**config.mk**
```make
export PLATFORM = sky130hd
export DESIGN_NAME = fft_frame_sequencer
export DESIGN_NICKNAME = d
export VERILOG_FILES = /design/src/rtl/fft_frame_sequencer.sv
export SDC_FILE = /design/constraint.sdc
export NUM_CORES = 1
export LEC_CHECK = 0
export ABC_CLOCK_PERIOD_IN_PS = 5220
export CELL_PAD_IN_SITES_DETAIL_PLACEMENT = 1
export CELL_PAD_IN_SITES_GLOBAL_PLACEMENT = 2
export CORE_MARGIN = 3
export CORE_UTILIZATION = 35
export DETAILED_ROUTE_END_ITERATION = 8
export GPL_ROUTABILITY_DRIVEN = 0
export PLACE_DENSITY_LB_ADDON = 0.1
export SYNTH_ARGS = -nofsm -noshare
export SYNTH_HDL_FRONTEND = slang
export SYNTH_SLANG_ARGS = --single-unit
```
**constraint.sdc**
```tcl
create_clock -name clk -period 5.22 [get_ports clk]
set_input_delay 1.044 -clock clk [delete_from_list [all_inputs] [get_ports clk]]
set_output_delay 1.044 -clock clk [all_outputs]
set_load 0.005 [all_outputs]
```
**src/rtl/fft_frame_sequencer.sv**
```systemverilog
// -----------------------------------------------------------------------------
// fft_frame_sequencer
//
// Frame-level controller for a radix-2 DIT FFT core. It collects N_POINTS input
// samples over a valid/ready handshake and gates each one into the core. It then
// pulses core_start and counts one core_stage_done pulse per butterfly stage.
// Finally it drains N_POINTS results to the sink, honouring output backpressure.
//
// Ports
//   clk             in   system clock, rising edge
//   reset           in   asynchronous, active-low reset
//   s_valid/s_ready in/out  input sample handshake (data travels on core inputs)
//   m_valid/m_ready out/in  output sample handshake (data travels on core outputs)
//   core_in_en      out  core captures the input sample this cycle
//   core_start      out  one-cycle pulse that starts the butterfly computation
//   core_out_en     out  core advances its output pointer this cycle
//   core_stage_done in   one-cycle pulse per completed stage
//   core_out_flag   in   core output data valid
//   core_overflow   in   arithmetic overflow in the current stage
//   busy            out  high in every state except IDLE
//   fft_done        out  one-cycle pulse on entry to IDLE after the last output
//   err_ovf         out  sticky overflow flag, cleared by next frame's first accept
//   frame_cnt       out  completed frames, wraps 255 -> 0
//   err_timeout     out  (FFT_SEQ_WATCHDOG_EN only) sticky watchdog timeout flag
//
// Optional feature: define FFT_SEQ_WATCHDOG_EN to add a COMPUTE watchdog.
// If no stage_done pulse arrives for TIMEOUT cycles, the sequencer parks in ERR.
// ERR is left only through reset.
// -----------------------------------------------------------------------------
module fft_frame_sequencer #(
   parameter int N_POINTS = 8,
   parameter int STAGES   = 3,
   parameter int TIMEOUT  = 64
) (
   input  logic       clk,
   input  logic       reset,
   input  logic       s_valid,
   output logic       s_ready,
   output logic       m_valid,
   input  logic       m_ready,
   output logic       core_in_en,
   output logic       core_start,
   output logic       core_out_en,
   input  logic       core_stage_done,
   input  logic       core_out_flag,
   input  logic       core_overflow,
   output logic       busy,
   output logic       fft_done,
   output logic       err_ovf,
   output logic [7:0] frame_cnt
`ifdef FFT_SEQ_WATCHDOG_EN
   ,
   output logic       err_timeout
`endif
);

   localparam int CNT_W = $clog2(N_POINTS) + 1;
   localparam logic [CNT_W-1:0] LAST_SAMPLE = CNT_W'(N_POINTS);
   localparam logic [CNT_W-1:0] LAST_STAGE  = CNT_W'(STAGES);

   localparam logic [2:0] ST_IDLE    = 3'd0;
   localparam logic [2:0] ST_LOAD    = 3'd1;
   localparam logic [2:0] ST_KICK    = 3'd2;
   localparam logic [2:0] ST_COMPUTE = 3'd3;
   localparam logic [2:0] ST_DRAIN   = 3'd4;
`ifdef FFT_SEQ_WATCHDOG_EN
   localparam logic [2:0] ST_ERR     = 3'd5;
   localparam int WD_W = $clog2(TIMEOUT + 1);
   localparam logic [WD_W-1:0] WD_LAST = WD_W'(TIMEOUT - 1);
`endif

   logic [2:0]       state_q, state_d;
   logic [CNT_W-1:0] in_cnt_q, in_cnt_d;
   logic [CNT_W-1:0] stage_cnt_q, stage_cnt_d;
   logic [CNT_W-1:0] out_cnt_q, out_cnt_d;
   logic             fft_done_q, fft_done_d;
   logic             err_ovf_q, err_ovf_d;
   logic [7:0]       frame_cnt_q, frame_cnt_d;
`ifdef FFT_SEQ_WATCHDOG_EN
   logic [WD_W-1:0]  wd_cnt_q, wd_cnt_d;
   logic             err_timeout_q, err_timeout_d;
`endif

   logic accept;
   logic out_hs;

   // s_ready is gated by reset so it reads 0 while reset is held, even though
   // the state register already sits at IDLE.
   assign s_ready     = reset & ((state_q == ST_IDLE) | (state_q == ST_LOAD));
   assign core_in_en  = s_valid & s_ready;
   assign accept      = core_in_en;
   assign core_start  = (state_q == ST_KICK);
   assign core_out_en = (state_q == ST_DRAIN) & m_ready;
   assign m_valid     = (state_q == ST_DRAIN) & core_out_flag;
   assign out_hs      = m_valid & m_ready;
   assign busy        = (state_q != ST_IDLE);
   assign fft_done    = fft_done_q;
   assign err_ovf     = err_ovf_q;
   assign frame_cnt   = frame_cnt_q;
`ifdef FFT_SEQ_WATCHDOG_EN
   assign err_timeout = err_timeout_q;
`endif

   always_comb begin
      state_d     = state_q;
      in_cnt_d    = in_cnt_q;
      stage_cnt_d = stage_cnt_q;
      out_cnt_d   = out_cnt_q;
      fft_done_d  = 1'b0;
      err_ovf_d   = err_ovf_q;
      frame_cnt_d = frame_cnt_q;
`ifdef FFT_SEQ_WATCHDOG_EN
      wd_cnt_d      = wd_cnt_q;
      err_timeout_d = err_timeout_q;
`endif

      case (state_q)
         ST_IDLE: begin
            if (accept) begin
               // The first accepted sample opens a new frame and clears the
               // overflow flag left over from the previous frame.
               state_d   = ST_LOAD;
               in_cnt_d  = CNT_W'(1);
               err_ovf_d = 1'b0;
            end
         end
         ST_LOAD: begin
            if (accept) begin
               if (in_cnt_q + 1'b1 == LAST_SAMPLE) begin
                  state_d  = ST_KICK;
                  in_cnt_d = '0;
               end else begin
                  in_cnt_d = in_cnt_q + 1'b1;
               end
            end
         end
         ST_KICK: begin
            stage_cnt_d = '0;
            state_d     = ST_COMPUTE;
`ifdef FFT_SEQ_WATCHDOG_EN
            wd_cnt_d    = '0;
`endif
         end
         ST_COMPUTE: begin
            if (core_overflow) begin
               err_ovf_d = 1'b1;
            end
            if (core_stage_done) begin
               if (stage_cnt_q + 1'b1 == LAST_STAGE) begin
                  state_d     = ST_DRAIN;
                  stage_cnt_d = '0;
                  out_cnt_d   = '0;
               end else begin
                  stage_cnt_d = stage_cnt_q + 1'b1;
               end
            end
`ifdef FFT_SEQ_WATCHDOG_EN
            // The watchdog reloads on every stage pulse. TIMEOUT silent cycles
            // in a row park the sequencer in ERR.
            if (core_stage_done) begin
               wd_cnt_d = '0;
            end else if (wd_cnt_q == WD_LAST) begin
               state_d       = ST_ERR;
               err_timeout_d = 1'b1;
            end else begin
               wd_cnt_d = wd_cnt_q + 1'b1;
            end
`endif
         end
         ST_DRAIN: begin
            if (out_hs) begin
               if (out_cnt_q + 1'b1 == LAST_SAMPLE) begin
                  state_d     = ST_IDLE;
                  out_cnt_d   = '0;
                  fft_done_d  = 1'b1;
                  frame_cnt_d = frame_cnt_q + 8'd1;
               end else begin
                  out_cnt_d = out_cnt_q + 1'b1;
               end
            end
         end
`ifdef FFT_SEQ_WATCHDOG_EN
         ST_ERR: begin
            state_d = ST_ERR;
         end
`endif
         default: begin
            state_d = ST_IDLE;
         end
      endcase
   end

   always_ff @(posedge clk or negedge reset) begin
      if (!reset) begin
         state_q     <= ST_IDLE;
         in_cnt_q    <= '0;
         stage_cnt_q <= '0;
         out_cnt_q   <= '0;
         fft_done_q  <= 1'b0;
         err_ovf_q   <= 1'b0;
         frame_cnt_q <= 8'd0;
`ifdef FFT_SEQ_WATCHDOG_EN
         wd_cnt_q      <= '0;
         err_timeout_q <= 1'b0;
`endif
      end else begin
         state_q     <= state_d;
         in_cnt_q    <= in_cnt_d;
         stage_cnt_q <= stage_cnt_d;
         out_cnt_q   <= out_cnt_d;
         fft_done_q  <= fft_done_d;
         err_ovf_q   <= err_ovf_d;
         frame_cnt_q <= frame_cnt_d;
`ifdef FFT_SEQ_WATCHDOG_EN
         wd_cnt_q      <= wd_cnt_d;
         err_timeout_q <= err_timeout_d;
`endif
      end
   end

endmodule

```
; ---- Word level (Yosys, flattened, before mapping)
; Index checks and enable logic that the tools add are counted.
; Widths: inputs -> output; s select.
[op_classes]
bitwise_logic = 6
reduce_logical = 12
n_mux = 26
eq_ne = 15
add_sub_neg = 4
[ops]
columns = operator, count
row1 = $mux 4, 9
row2 = $pmux 4 s2, 3
row3 = $mux 3, 7
row4 = $pmux 3 s5, 1
row5 = $add 4x1->4 const B, 3
row6 = $ne 2x2->1 const B, 6
row7 = $reduce_and 3->1, 3
row8 = $add 8x1->8 const B, 1
row9 = $eq 4x4->1 const B, 2
row10 = $reduce_bool 2->1, 4
row11 = $reduce_and 7->1, 1
row12 = $eq 3x2->1 const B, 2
row13 = $and 1x1->1, 5
row14 = $mux 1, 5
row15 = $eq 4x2->1 const B, 1
row16 = $ne 2x1->1 const B, 2
row17 = $reduce_and 4->1, 1
row18 = $eq 3x1->1 const B, 1
row19 = $eq 3x3->1 const B, 1
row20 = $logic_not 3->1, 1
row21 = $reduce_bool 3->1, 1
row22 = $pmux 1 s2, 1
row23 = $reduce_and 2->1, 1
row24 = $or 1x1->1, 1
[totals]
elab_cells = 70
ff_bits = 25
out_inout_bits = 16

; ---- Longest topological paths before layout
; Gate-level depths: netlist of run 1.
[depth]
ltp_word = 6
ltp_mapped = 7
depth_no_buf = 7

; ---- Least setup slack after synthesis of run 1
; Ideal clock, no wire load.
[synth_path]
path_type = input-to-output
start = in s_valid
end = out core_in_en
path_buffers = 0
stages = 2
t_arrival_ns = 1.312
setup_slack_ns = 2.864
t_required_ns = 4.176
cell_sequence = nand3_1 inv_1
[synth_via]
elab_chain_cells = 1
[synth_rtl]
columns = item, line
row1 = "start, declared", 37  ; input logic s_valid,
row2 = $and 1x1->1, 90  ; assign core_in_en = s_valid & s_ready;
row3 = "end, declared", 41  ; output logic core_in_en,
; No other way between the ends.

; ---- Final worst setup path of run 1
[layout_path]
start = in reset
end = out core_in_en
[layout_via]
elab_chain_cells = 2
[layout_rtl]
columns = item, line
row1 = "start, declared", 36  ; input logic reset,
row2 = $and 1x1->1, 89  ; assign s_ready = reset & ((state_q == ST_IDLE) | (state_q == ST_LOAD));
row3 = $and 1x1->1, 90
; No other way between the ends.

==> results of run 1 <==
==> power by group through the flow <==
stage,sequential (mW),clock [mW],combinational [mW]
5_1_grt,0.299,0.136,0.224
3_5_place_dp,0.293,0,0.197
3_3_place_gp,0.290,0,0.187
6_report,0.290,0.121,0.193
4_1_cts,0.290,0.127,0.198
2_1_floorplan,0.267,0,0.156
==> cell usage in the layout, fill, tap and decap left out, types with 2 or more instances in the layout <==
master | synthesis | layout
sky130_fd_sc_hd__a21oi_1 | 7 | 7
sky130_fd_sc_hd__a22o_1 | 3 | 3
sky130_fd_sc_hd__and2_1 | 4 | 4
sky130_fd_sc_hd__and3_1 | 4 | 4
sky130_fd_sc_hd__clkbuf_8 | 0 | 3
sky130_fd_sc_hd__clkdlybuf4s50_1 | 0 | 22
sky130_fd_sc_hd__dfrtp_1 | 25 | 25
sky130_fd_sc_hd__ha_1 | 7 | 7
sky130_fd_sc_hd__inv_1 | 5 | 5
sky130_fd_sc_hd__mux2i_1 | 3 | 3
sky130_fd_sc_hd__nand2_1 | 22 | 22
sky130_fd_sc_hd__nand3_1 | 9 | 9
sky130_fd_sc_hd__nand4_1 | 5 | 5
sky130_fd_sc_hd__nor2_1 | 10 | 10
sky130_fd_sc_hd__nor3_1 | 2 | 2
sky130_fd_sc_hd__o21ai_0 | 11 | 11
sky130_fd_sc_hd__o21ai_1 | 2 | 2
sky130_fd_sc_hd__xnor2_1 | 6 | 6
sky130_fd_sc_hd__xor2_1 | 2 | 2
==> metal layers <==
layer | vias up | GRT usage | wire (um)
met5 | - | 0 | 0
met4 | 0 | 0.0376 | 19
met3 | 2 | 0.0199 | 56
met2 | 11 | 0.241 | 1660
met1 | 586 | 0.179 | 1550
li1 | 590 | - | -
==> layout make-up <==
class | count | area share
Clock buffer | 3 | 0.0233
Clock inverter | 1 | 0.00424
Inverter | 5 | 0.0106
Multi-Input combinational cell | 118 | 0.446
Sequential cell | 25 | 0.354
Tap cell | 48 | 0.0339
Timing Repair Buffer | 23 | 0.129
==> cell families after synthesis <==
group | Yosys count
muxes | 5
DFF | 25
and+or+nand+nor | 64
buffers and inverters | 8
xor gates and xnor gates | 8
AOI/OAI and AO/OA | 34
adders and majority gates | 7
==> critical path, cell delays in order <==
cell	delay, ns
sky130_fd_sc_hd__clkdlybuf4s50_1	0.45
sky130_fd_sc_hd__buf_4	0.34
sky130_fd_sc_hd__nand3_1	0.23
sky130_fd_sc_hd__inv_1	0.19
sky130_fd_sc_hd__clkdlybuf4s50_1	0.53
==> how the worst max path moves through the flow <==
| stage | slack, ns | depth (start not counted) | end |
|---|---|---|---|
| 3_3_place_gp | 1.37 | 5 | core_in_en |
| 6_report | 1.38 | 5 | core_in_en |
| 2_1_floorplan | 2.86 | 2 | core_in_en |
| 4_1_cts | 1.33 | 5 | core_in_en |
| 5_1_grt | 1.21 | 5 | core_in_en |
| 3_5_place_dp | 1.35 | 5 | core_in_en |
==> per-stage QoR <==
stage / hold slack (ns) / instances / power (mW)
after floorplan: 0.468 / 151 / 0.423
after global placement: 0.467 / 219 / 0.477
after detailed placement: 0.490 / 219 / 0.489
after CTS: 0.505 / 223 / 0.615
after global routing: 0.512 / 223 / 0.659
final: 0.488 / 223 / 0.603
==> state kept, by name (all words and copies together) (netlist names) <==
register,flops
frame_cnt,8
in_cnt_q,4
out_cnt_q,4
stage_cnt_q,4
state_q,3
err_ovf,1
fft_done,1
==> parameters.txt, run 1 <==
Parameter                              Value

CTS
  Register clock-pin slew on the reported worst setup and hold paths ... 0.10 ns
  CTS tree ... done
  Later-pin clock latency in the skew report ... 0.27 ns
  Count of cells resized by post-cts repair ... 0
  Post-CTS Setup Bufs ... 0
  Maximum root-to-sink buffer count ... 2
  Hold buffer count at cts ... 0
  Number of sinks driven by the clock tree ... 25
  Num CTS Buffers ... 3
  Number of levels in the clock H-tree ... 1
  Clock root buffer ... sky130_fd_sc_hd__clkbuf_8

Logic synthesis
  Main combinational cell family by area after synthesis ... simple AND/OR/NAND/NOR gates
  Main area contributors after synthesis ... sky130_fd_sc_hd__dfrtp_1 (43%), sky130_fd_sc_hd__ha_1 (6.0%), sky130_fd_sc_hd__nand2_1 (5.6%)
  Portion of netlist area occupied by mux cells ... 0.0359
  Compound-cell area share of the yosys netlist ... 0.169
  Synthesized flop and latch total ... 25
  Avg Cell Area, Syn ... 9.69 sq um
  Distinct cell type count of the synthesized netlist ... 40
  Share of synthesized flip-flops with an asynchronous set or reset ... 1.00
  Most instantiated cells after synthesis ... sky130_fd_sc_hd__dfrtp_1 (25), sky130_fd_sc_hd__nand2_1 (22), sky130_fd_sc_hd__o21ai_0 (11)
  EDFF count, synth ... 0
  Most used flip-flop cell after synthesis ... sky130_fd_sc_hd__dfrtp_1
  Library cell with the largest summed area after synthesis ... sky130_fd_sc_hd__dfrtp_1
  Most used standard cell by instance count after synthesis ... sky130_fd_sc_hd__dfrtp_1
  Netlist area before placement ... 1460 sq um
  Net count after synthesis ... 165
  Post-synthesis share of cell area spent on and, or, nand and nor gates ... 0.226
  Instance count of the mapped netlist ... 151
  Post-synthesis sequential area ratio ... 0.428
  Synth Warn # ... 0
  Adder-cell share of the synthesized area ... 0.0599
  Post-synth top area share ... 0.428
  Fraction of synthesized cell area in xor and xnor cells ... 0.0479

Worst setup path
  Maximum fanout along the worst path ... 29
  Required time of the critical path ... 4.18 ns
  Setup slack on the worst flop-to-flop path ... ~3.4 ns
  Kind of launch point of the worst setup path ... primary input
  R2R Path End ... out_cnt_q[3]
  FF-to-FF Start ... stage_cnt_q[0]
  Crit path kind ... in2out
  Crit path capture type ... primary output
  Reg2reg path depth ... 5
  Data arrival at the endpoint of the critical path ... between 2 and 3 ns
  Launch point of the critical path ... reset

Job
  Max Cap Violations ... 0

Power and ir drop
  P_int ... 376 uW
  Power Dens Cells ... 341 nW/um^2
  IR drop worst, VDD ... between 0.15 and 0.2 mV
  Static Leak ... a little under 0.8 nW
  Switching component of the power ... 227 uW
  Fraction of power consumed by sequential logic ... 0.480
  Part of the total power dissipated in the clock network ... 0.200
  Sw Share ... 0.377
  Part of the power in combinational logic ... 0.320

Die
  DIE WIDTH ... 70.6 um
  Die Footprint ... 4990 sq um
  Die Height ... just over 70 um
  Number of top-level design ports ... 23
  Row count ... 22
  Core Area ... roughly 3900 sq um
  Initial Util ... 0.380

Timing
  RSZ-0062 raised after global routing ... no
  Post-layout worst setup margin ... 1.38 ns
  Number of hold violations in the final report ... 0
  Fin. max-slew vios ... 0
  Achievable Freq ... around 260 MHz
  Fin crit period ... 3.84 ns
  Slew Limit Headroom ... 0.675
  Least-Margin Pin Slew ... 0.487 ns
  Portion of the clock cycle consumed by the worst path in the final layout ... 0.735
  Final Skew ... between 0.004 and 0.005 ns
  Final total negative setup slack ... 0 ns
  Final count of negative-setup-slack endpoints ... 0

Final layout
  Fraction of layout instances using a drive strength above 1 ... 0.0686
  Area growth, synth to finish ... 21.0%
  FF+latch area ... 626 sq um
  Multi-input combinational cell area ... between 700 and 800 sq um
  Filler instances ... 449
  Final core area utilization ... 0.459
  Count of nets after finishing ... 190
  Cell area after layout ... 1770 sq um
  N_diodes ... 0

Routing
  First-pass iteration count of the detailed router ... 4
  1st-iter DRT viols ... 26
  Sum of routed wire length over all layers ... 3290 um
  Antenna Nets Post-Route ... 0
  Vias per inst ... ~5.3
  Vias post-DR ... 1189
  Number of remaining DRC errors ... 0
  DR WL/cell ... 14.7 um

Place
  Cell area after placement ... about 1700 sq um
  Worst slack at placement ... about 1.3 ns
  HPWL after DPL ... about 2500 um
  Number of port buffers ... 22

Global route
  Vias in the first global route ... 1239
  Antenna violations before repair ... 0
  Pin count of the biggest net entering global routing ... 30
  GR Util All Layers ... 0.138
  First-pass GRT wire length ... 5770 um
  Total gr overflow ... 0

Status
  Status ... complete, no violations

Hold path
  Path type of the worst min-delay path ... reg2reg
  Hold_sp ... frame_cnt[7]
  Hold path depth ... 1
  WHS Endpoint ... frame_cnt[7]
Power figures use the tool's default switching activity.
==> run 2, diff against run 1 <==
- ABC_CLOCK_PERIOD_IN_PS: 5220 -> 3200
- CORE_UTILIZATION: 35 -> 30
- clock period: 5.22 -> 3.2 ns (I/O delays scaled with it)
==> parameters.txt, run 2 (same netlist as run 1, synthesis figures left out) <==
Parameter                              Value

Power and ir drop
  Static Leak ... 0.775 nW (unchanged)
  Power Dens Cells ... 550 nW/um^2 (was 341 nW/um^2)
  IR drop worst, VDD ... 0.263 mV (was 0.167 mV)

Timing
  Final total negative setup slack ... 0 ns (unchanged)
  Number of hold violations in the final report ... 0 (unchanged)
  Hold slack final ... 0.475 ns (was 0.488 ns)
  Least-Margin Pin Slew ... 0.505 ns (was 0.487 ns)
  Final Skew ... 0.00561 ns (was 0.00473 ns)
  Fin. max-slew vios ... 0 (unchanged)
  Portion of the clock cycle consumed by the worst path in the final layout ... 0.846
  RSZ-0062 raised after global routing ... no (unchanged)
  Achievable Freq ... 369 MHz
  Fin crit period ... 2.71 ns
  Slew Limit Headroom ... 0.663 (was 0.675)
  Final count of negative-setup-slack endpoints ... 0 (unchanged)

Worst setup path
  Launch point of the critical path ... reset (unchanged)
  Crit path kind ... in2out (unchanged)
  Reg2reg path depth ... 5 (unchanged)
  Data arrival at the endpoint of the critical path ... 2.07 ns (was 2.79 ns)
  Capture point of the worst path ... core_in_en (unchanged)
  Setup slack on the worst flop-to-flop path ... 1.35 ns (was 3.39 ns)
  Kind of launch point of the worst setup path ... primary input (unchanged)
  FF-to-FF Start ... stage_cnt_q[0] (unchanged)
  Required time of the critical path ... 2.56 ns (was 4.18 ns)
  Maximum fanout along the worst path ... 5 (was 29)
  R2R Path End ... state_q[0] (was out_cnt_q[3])
  Crit path capture type ... primary output (unchanged)

Final layout
  Count of nets after finishing ... 190 (unchanged)
  Most frequent cells in the layout ... sky130_fd_sc_hd__dfrtp_1 (25), sky130_fd_sc_hd__nand2_1 (22), sky130_fd_sc_hd__clkdlybuf4s50_1 (22) (unchanged)
  Number of flip-flops under the largest register name ... 8 (unchanged)
  N_diodes ... 0 (unchanged)
  Area growth, synth to finish ... 22.4% (was 21.0%)
  Non-filler instance count after layout ... 240 (was 223)
  Most common cell after layout, fill and taps aside ... sky130_fd_sc_hd__dfrtp_1 (unchanged)
  Fraction of layout instances using a drive strength above 1 ... 0.0686 (unchanged)

CTS
  Register clock-pin slew on the reported worst setup and hold paths ... 0.10 ns (about the same)
  Num CTS Buffers ... 3 (unchanged)
  CTS tree ... done (unchanged)
  Hold buffer count at cts ... 0 (unchanged)
  Later-pin clock latency in the skew report ... 0.27 ns (about the same)
  Number of sinks driven by the clock tree ... 25 (unchanged)
  Post-CTS Setup Bufs ... 0 (unchanged)
  Number of levels in the clock H-tree ... 1 (unchanged)
  Maximum root-to-sink buffer count ... 2 (unchanged)
  Count of cells resized by post-cts repair ... 0 (unchanged)
  Clock root buffer ... sky130_fd_sc_hd__clkbuf_8 (unchanged)

Routing
  Number of remaining DRC errors ... 0 (unchanged)
  Vias post-DR ... 1200 (was 1189)
  DR WL/cell ... 14.1 um (was 14.7 um)
  Sum of routed wire length over all layers ... 3390 um (was 3290 um)
  1st-iter DRT viols ... 37 (was 26)
  Vias per inst ... 5.00 (was 5.33)
  First-pass iteration count of the detailed router ... 4 (unchanged)
  Antenna Nets Post-Route ... 0 (unchanged)

Die
  Row count ... 24 (was 22)
  Die Footprint ... 5750 sq um (was 4990 sq um)
  DIE WIDTH ... 75.8 um (was 70.6 um)
  Core Area ... 4530 sq um (was 3850 sq um)
  Initial Util ... 0.323 (was 0.380)
  Number of top-level design ports ... 23 (unchanged)
  Die Height ... 75.8 um (was 70.6 um)

Hold path
  Path type of the worst min-delay path ... reg2reg (unchanged)

Global route
  Total gr overflow ... 0 (unchanged)
  First-pass GRT wire length ... 5780 um (was 5770 um)
  Pin count of the biggest net entering global routing ... 28 (was 30)
  Vias in the first global route ... 1224 (was 1239)
  Antenna violations before repair ... 0 (unchanged)
  GR Util All Layers ... 0.129 (was 0.138)

Status
  Status ... complete, no violations (unchanged)

Place
  Placed instance count ... 236 (was 219)
  Number of port buffers ... 22 (unchanged)
  HPWL after DPL ... 2630 um (was 2460 um)

Job
  Max Cap Violations ... 0 (unchanged)
## run 2: cell counts in the layout (fill, tap and decap cells not counted)
No cell type changed its count.
## run 2: per-layer routing
layer  wire, um  share of wire  global-route usage  vias up
li1           -              -                   -      589
met1       1540           0.45               0.172      602
met2       1760           0.52               0.216        7
met3         81          0.024              0.0211        2
met4         15         0.0044              0.0350        0
met5          0              0                   0        -
## run 2: power breakdown
part | internal [mW] | switching (mW) | leakage (nW)
clock network | 0.0883 | 0.109 | 0.0217
registers | 0.371 | 0.101 | 0.329
logic | 0.153 | 0.163 | 0.424
## run 2: how the worst min path moves through the flow
stage,startpoint,end,slack [ns],cells past startpoint
2_1_floorplan,reset,err_ovf,0.34,0
3_3_place_gp,frame_cnt[7],frame_cnt[7],0.47,1
3_5_place_dp,frame_cnt[7],frame_cnt[7],0.47,1
4_1_cts,frame_cnt[7],frame_cnt[7],0.49,1
5_1_grt,frame_cnt[7],frame_cnt[7],0.49,1
6_report,frame_cnt[7],frame_cnt[7],0.48,1
## run 2: final cells by class
| class | count | area, sq um |
|---|---|---|
| fill | 518 | 2740 |
| multi-input combinational | 118 | 788 |
| sequential | 25 | 626 |
| timing repair buffer | 23 | 228 |
| tap | 65 | 81.3 |
| clock buffer | 3 | 41.3 |
| inverter | 5 | 18.8 |
| clock inverter | 1 | 7.51 |
## run 2: worst max-delay path, stage by stage
cell and delay [ns]:
sky130_fd_sc_hd__clkdlybuf4s50_1 0.53, sky130_fd_sc_hd__nand3_1 0.19, sky130_fd_sc_hd__inv_1 0.18, sky130_fd_sc_hd__clkdlybuf4s50_1 0.52
## run 2: metrics by stage
stage	area (sq um)	power (mW)	utilization	setup slack (ns)
3_3_place_gp	1740	0.780	0.384	0.508
4_1_cts	1790	1.01	0.395	0.487
5_1_grt	1790	1.07	0.395	0.424
2_1_floorplan	1460	0.689	-	1.52
3_5_place_dp	1740	0.803	0.384	0.503
6_report	1790	0.985	0.395	0.491
